$ cat config.mk
export PLATFORM = sky130hd
export DESIGN_NAME = fir_mac_serial
export DESIGN_NICKNAME = d
export VERILOG_FILES = /design/src/rtl/fir_mac_serial.sv
export SDC_FILE = /design/constraint.sdc
export NUM_CORES = 1
export LEC_CHECK = 0
export BUFFER_PORTS_ARGS = -buffer_cell sky130_fd_sc_hd__buf_4
export CORE_ASPECT_RATIO = 1.1
export CORE_MARGIN = 8
export CORE_UTILIZATION = 56
export DETAILED_ROUTE_END_ITERATION = 12
export GPL_ROUTABILITY_DRIVEN = 0
export PLACE_DENSITY = 0.77
export SYNTH_ARGS = -nofsm -noshare
export SYNTH_HDL_FRONTEND = slang
export SYNTH_SLANG_ARGS = --single-unit
$ cat constraint.sdc
create_clock -name clk -period 5.05 [get_ports clk]
set_input_delay 0 -clock clk [delete_from_list [all_inputs] [get_ports clk]]
set_output_delay 0 -clock clk [all_outputs]
set_load 0.02 [all_outputs]
$ cat src/rtl/fir_mac_serial.sv
// Serial FIR: TAPS-deep delay line and writable coefficient bank, one multiplier iterated over TAPS cycles.
// Define FIR_SATURATE_EN to clamp the result to OUT_W bits instead of wrapping.
module fir_mac_serial #(
  parameter int DATA_W = 8,
  parameter int COEF_W = 8,
  parameter int TAPS   = 5,
  parameter int OUT_W  = 16
) (
  input  logic                    clk,
  input  logic                    rst,
  input  logic                    in_valid,
  output logic                    in_ready,
  input  logic [DATA_W-1:0]       in_data,
  input  logic                    coef_we,
  input  logic [$clog2(TAPS)-1:0] coef_addr,
  input  logic [COEF_W-1:0]       coef_wdata,
  output logic                    out_valid,
  input  logic                    out_ready,
  output logic [OUT_W-1:0]        out_data
);

  localparam int IDX_W = $clog2(TAPS);
  localparam int ACC_W = DATA_W + COEF_W + $clog2(TAPS);

  typedef enum logic [1:0] {S_IDLE, S_MAC, S_OUT} state_t;

  state_t            state;
  logic [DATA_W-1:0] x [TAPS];
  logic [COEF_W-1:0] c [TAPS];
  logic [ACC_W-1:0]  acc;
  logic [ACC_W-1:0]  prod;
  logic [ACC_W-1:0]  acc_sum;
  logic [IDX_W-1:0]  idx;
  logic [OUT_W-1:0]  out_next;
  logic              accept;
  logic              coef_hit;

  assign accept   = in_valid && in_ready;
  assign coef_hit = coef_we && (state == S_IDLE) && (int'(coef_addr) < TAPS);
  assign prod     = ACC_W'(x[idx]) * ACC_W'(c[idx]);
  assign acc_sum  = acc + prod;

  // Narrowing of the final sum; any bits above OUT_W mean the result does not fit.
  always_comb begin
    out_next = OUT_W'(acc_sum);
`ifdef FIR_SATURATE_EN
    if ((acc_sum >> OUT_W) != '0) out_next = '1;
`endif
  end

  always_ff @(posedge clk or posedge rst) begin
    if (rst) begin
      for (int k = 0; k < TAPS; k++) begin
        x[k] <= '0;
        c[k] <= '0;
      end
    end else begin
      if (coef_hit) c[coef_addr] <= coef_wdata;
      if (accept) begin
        for (int k = TAPS - 1; k > 0; k--) x[k] <= x[k-1];
        x[0] <= in_data;
      end
    end
  end

  // The last MAC step registers the completed sum straight into out_data.
  always_ff @(posedge clk or posedge rst) begin
    if (rst) begin
      state     <= S_IDLE;
      in_ready  <= 1'b1;
      out_valid <= 1'b0;
      out_data  <= '0;
      acc       <= '0;
      idx       <= '0;
    end else begin
      case (state)
        S_IDLE: begin
          if (accept) begin
            acc      <= '0;
            idx      <= '0;
            in_ready <= 1'b0;
            state    <= S_MAC;
          end
        end
        S_MAC: begin
          acc <= acc_sum;
          if (idx == IDX_W'(TAPS - 1)) begin
            idx       <= '0;
            out_data  <= out_next;
            out_valid <= 1'b1;
            state     <= S_OUT;
          end else begin
            idx <= idx + IDX_W'(1);
          end
        end
        S_OUT: begin
          if (out_ready) begin
            out_valid <= 1'b0;
            in_ready  <= 1'b1;
            state     <= S_IDLE;
          end
        end
        default: state <= S_IDLE;
      endcase
    end
  end

endmodule
* After elaboration in Yosys (flattened, before gate mapping)
Cells that the tools add are included.
W data, S select, Z words.
** Cells by class
- Add/subtract/negate cells :: 2
- $mul :: 1
- Order comparisons :: 4
- Equal/unequal tests :: 6
- Mux-type cells :: 24
- Bitwise logic cells :: 2
- Reduce and logical (&&, ||, !) cells :: 13
** Operators by type and width (count)
- $bmux W8 S3 :: 2
- $bwmux W40 :: 1
- $mux W8 :: 5
- $pmux W19 S2 :: 1
- $demux W8 S3 :: 1
- $add A19 B16 Y19 :: 1
- $mux W19 :: 1
- $mul A8 B8 Y16 :: 1
- $reduce_and A3 Y1 :: 3
- $ge A4 B4 Y1 const B :: 2
- $not A3 Y4 :: 2
- $mux W2 :: 3
- $mux W3 :: 2
- $ne A2 B2 Y1 const B :: 3
- $pmux W2 S3 :: 1
- $pmux W3 S2 :: 1
- $reduce_bool A2 Y1 :: 3
- $logic_and A1 B1 Y1 :: 4
- $lt A4 B1 Y1 const B :: 1
- $mux W1 :: 4
- $pmux W1 S2 :: 2
- $reduce_and A2 Y1 :: 2
- $add A3 B1 Y3 const B :: 1
- $eq A3 B3 Y1 const B :: 1
- 4 further kinds :: 4
** Storage, ports and cells
- Register bits after elaboration :: 122
- Bits of input ports :: 24
- Output and inout bits :: 18
- Word-level logic and storage cells :: 68

* Logic depth before layout (Yosys ltp)
- Depth in word-level cells :: 7
- Mapped depth :: 22
- Gate-level depth less buffers :: 20

* Least setup slack after synthesis
OpenSTA, ideal clock, no wires.
- Kind :: register to register
- Start point :: reg idx[2]
- End point :: reg acc[11]
- Library setup time :: 0.124 ns
- Arrival time :: 4.862 ns
- Required time :: 4.926 ns
- Setup slack :: 0.064 ns
- Cell stages (with the launch flop) :: 19
- Path buffers :: 2
- Period minus slack after synthesis :: 4.986 ns
- Cells stage by stage :: dfrtp_1 buf_4 nand2b_1 clkbuf_1 o22a_1 or2_1 fa_1 fa_1 inv_1 fa_1 inv_1 fa_1 inv_1 ha_1 o211ai_1 a21oi_2 o211ai_2 and4_1 a211o_1
** On the way
- Word-level cells in the longest chain between the ends :: 7
- Elaborated cells between the ends (all ways) :: 10
- Classes of those cells :: add/sub: 1; mul: 1; mux: 7; bitwise: 1
** Ends and longest elaborated chain
- from (decl) :: line 33 : logic [IDX_W-1:0] idx;
- from (signal assigned) :: line 93 : idx <= idx + IDX_W'(1);
- $not A3 Y4 (implied by the code) * :: line 40 : assign prod = ACC_W'(x[idx]) * ACC_W'(c[idx]);
- $bmux W8 S3 :: line 40
- $mux W8 (implied by the code) (2 in a row) :: line 40
- $mul A8 B8 Y16 * :: line 40
- $add A19 B16 Y19 * :: line 41 : assign acc_sum = acc + prod;
- $pmux W19 S2 * :: line 76 : case (state)
- to (signal assigned) :: line 86 : acc <= acc_sum;
- to (decl) :: line 30 : logic [ACC_W-1:0] acc;
Every way passes the cells marked *; elsewhere a longest branch is shown, timed or not. The select of a mux whose other input is x is not followed.
A chain may end at the register's enable or synchronous reset.

* Worst setup path in the final report
- Start point :: reg idx[2]
- End point :: reg acc[14]
The elaborated chain is that of the path after synthesis.

==> results.json <==
{
  "outcome": "finished, violations left",
  "violations": "negative setup slack",
  "hold_path_class": "primary input to register",
  "drive_gt1_share_pct": 35.8,
  "port_buffers": 41,
  "final-setup-viol-count": 11,
  "cp_slowest_stage_delay_ns": 0.54,
  "grt-ovfl-total": 0,
  "layoutNonFillerInstCount": 1036,
  "die_area_um2": 17900,
  "crit_type": "register to register",
  "drt_iter0_drc": 431,
  "die_w_um": 128,
  "cts_tree": "yes",
  "antenna_cells": 0,
  "grt_max_degree": 65,
  "cts_htree_levels": 4,
  "seq_area_frac_synth_pct": 38.4,
  "synthFlopType": "dfrtp_1",
  "fmax_ghz": 0.193,
  "cp_common_cell": "fa_1",
  "finalHoldViolations": 0,
  "clock_latency_ns": 0.43,
  "routed_wl_mm": 19.1,
  "synth_nets": 829,
  "slew_viol_final": 0,
  "path_cells": "buf_6 > nor2_4 > clkbuf_16 > buf_6 > a21oi_4 > o22a_1 > or2_1 > fa_1 > fa_1 > inv_2 > fa_1 > inv_2 > fa_1 > inv_2 > ha_4 > nand4_1 > a211oi_2 > buf_4 > o21ai_2 > a32o_2",
  "dp_cells": 965,
  "max_cap_viol_count": 0,
  "nNetsFinal": 946,
  "fp.dieH_um": 139,
  "skew_ns": 0.0108,
  "power_w": 0.00253,
  "post-dp-hpwl_mm": 12.3,
  "synthArstFlopShare_pct": 100,
  "tightest_slew_ns": 0.778,
  "wl_per_cell_um": 18.4,
  "cts-root-buf": "clkbuf_16",
  "fin_util_pct": 72.4,
  "ios": 42,
  "arrival_ns": 5.50,
  "core_um2": 13700,
  "ir_drop_mv": 0.307,
  "critPathBufInv": 7,
  "synth.cell_area_um2": 7760,
  "r2r_setup_slack_ns": -0.14,
  "vias": 5895,
  "area_growth_pct": 27.7,
  "worst_path_max_delay_cell": "fa_1",
  "cts.sinks": 119,
  "worst_setup_path_end_kind": "register",
  "fin_setup_tns_ns": -0.839,
  "layout_common_cells": "dfrtp_1 (117), inv_1 (90), buf_4 (86)",
  "cts_made_buffers": 17,
  "synth-edff-count": 0,
  "rsz0062_at_grt": "true",
  "power.density_nw_per_um2": 255,
  "synth-seq-cells": 119,
  "rows": 45,
  "final_common_cell": "dfrtp_1",
  "drc": 0,
  "start_kind": "register",
  "setup_ws_ns": -0.137,
  "syn_area_per_cell_um2": 10.8,
  "clockBufferDepth": 2,
  "crit_fanout": 7,
  "pre_cts_slack_ns": -0.169,
  "grtUsageTotal_pct": 20.8,
  "netlist_instances": 718,
  "vias_per_cell": 5.69,
  "firstDrtPassIters": 5,
  "clkTransAtPathRegs_ns": 0.06,
  "fin_crit_ns": 5.19,
  "period_share_pct": 103,
  "synth.distinct_cells": 53,
  "grt_pass1_vias": 6008,
  "fillCellCount": 874,
  "final_antenna_net_count": 0,
  "synth-warning-count": 0,
  "antenna_found_initial": 0,
  "start_util_pct": 56.7,
  "p_leak_nw": 4.94,
  "grt_pass1_wl_mm": 29.4,
  "slew_headroom_pct": 48.2,
  "critical-path-top-delay-family": "adder cells",
  "cp.required_ns": 5.36
}
==> cell usage after synthesis, types with 2 or more instances <==
library cell    n  share of area, %
dfrtp_1       118                38
inv_1          99               4.8
mux2_2         84                12
nor2_1         68               3.3
fa_1           50                13
nand2_1        45               2.2
ha_1           37               6.0
mux2i_1        32               4.1
a21oi_1        27               1.7
o22a_1         13               1.5
nand2b_1       12              0.97
clkbuf_1       11              0.53
a22o_1         10               1.1
o22ai_1         8              0.64
a21o_1          7              0.68
nand4_1         7              0.56
o21ai_0         6              0.39
xnor2_1         6              0.68
buf_4           5              0.48
o211ai_1        5              0.48
or2_1           5              0.40
a211o_1         4              0.45
a211oi_1        4              0.39
and2_1          4              0.32
buf_1           4              0.19
buf_2           4              0.26
nand3_1         4              0.26
a31o_2          3              0.34
a32o_1          3              0.39
and4_1          3              0.34
or3_1           3              0.24
a31oi_1         2              0.16
buf_6           2              0.29
nand3b_2        2              0.29
nor2b_1         2              0.16
xor2_1          2              0.23
==> registers in the layout, indices dropped and copies added, names as in the netlist <==
register and count:
out_data 16, acc 16, out_valid 1, x 40
idx 3, state 2, c 40, in_ready 1
==> worst paths after layout <==
kind                                         start                 endpoint  cells past startpoint
max                             idx[2]$_DFFE_PP0P_      acc[14]$_DFFE_PP0P_                     20
max reg2reg                     idx[2]$_DFFE_PP0P_      acc[14]$_DFFE_PP0P_                     20
min in group asynchronous                      rst        x[20]$_DFFE_PP0P_                      3
max in group asynchronous                      rst  out_data[0]$_DFFE_PP0P_                      4
min                                   coef_addr[1]         c[8]$_DFFE_PP0P_                      3
min reg2reg                out_data[2]$_DFFE_PP0P_  out_data[2]$_DFFE_PP0P_                      2
==> worst reg2reg max path, cell delays in order (launching register included) <==
cell and delay (ns):
dfrtp_2 0.45, buf_6 0.13, nor2_4 0.15, clkbuf_16 0.19, buf_6 0.11, a21oi_4 0.06, o22a_1 0.22, or2_1 0.27
fa_1 0.47, fa_1 0.51, inv_2 0.04, fa_1 0.51, inv_2 0.04, fa_1 0.54, inv_2 0.05, ha_4 0.29
nand4_1 0.22, a211oi_2 0.36, buf_4 0.17, o21ai_2 0.06, a32o_2 0.25
==> layer usage <==
layer / up-vias / routed length, um / GRT usage (%) / share of wire [%]
met5: - / 0 / 0 / 0
met4: 0 / 757 / 8.33 / 4.0
met3: 56 / 838 / 4.93 / 4.4
met2: 195 / 9800 / 35.4 / 51
met1: 2984 / 7690 / 24.6 / 40
li1: 2660 / - / - / -
==> final cells by class <==
class,count,area [um^2],share of cell area [%]
Multi-Input combinational cell,473,4650,46.9
Tap cell,188,235,2.37
Clock buffer,19,443,4.47
Clock inverter,13,134,1.35
Timing Repair Buffer,124,1090,11.0
Sequential cell,119,2980,30.1
Inverter,100,378,3.81
==> through the flow <==
stage                     instance area (um^2)  hold WS (ns)
final                                     9910         0.118
after global routing                      9910         0.119
after CTS                                 9580         0.125
after detailed placement                  8550         0.200
after global placement                    8550         0.191
after floorplan                           7760        0.0863
==> cell families (layout without fill, tap and decap cells) <==
logic type	Yosys count	in the layout	share of synthesized area, %
and+or+nand+nor	161	161	9.59
buffers and inverters	126	256	6.59
DFF	119	119	38.4
muxes	116	116	16.3
AOI/OAI and AO/OA	101	101	9.34
adders and majority gates	87	87	18.9
xor gates and xnor gates	8	8	0.903
==> where the power goes <==
part           switching, W  internal, W
clock              0.000477     0.000702
combinational      0.000132     0.000153
sequential        0.0000410      0.00102
==> what timing repair did <==
action / CTS / global route
cloned: 2 / 0
hold buffers: 19 / 0
hold endpoints to repair: 113 / 0
gates resized for setup: 35 / 70
pin swaps: 31 / 67
setup endpoints to repair: 12 / 14
buffers inserted: 7 / 14
Note: power is estimated with default switching activity, not from simulation.
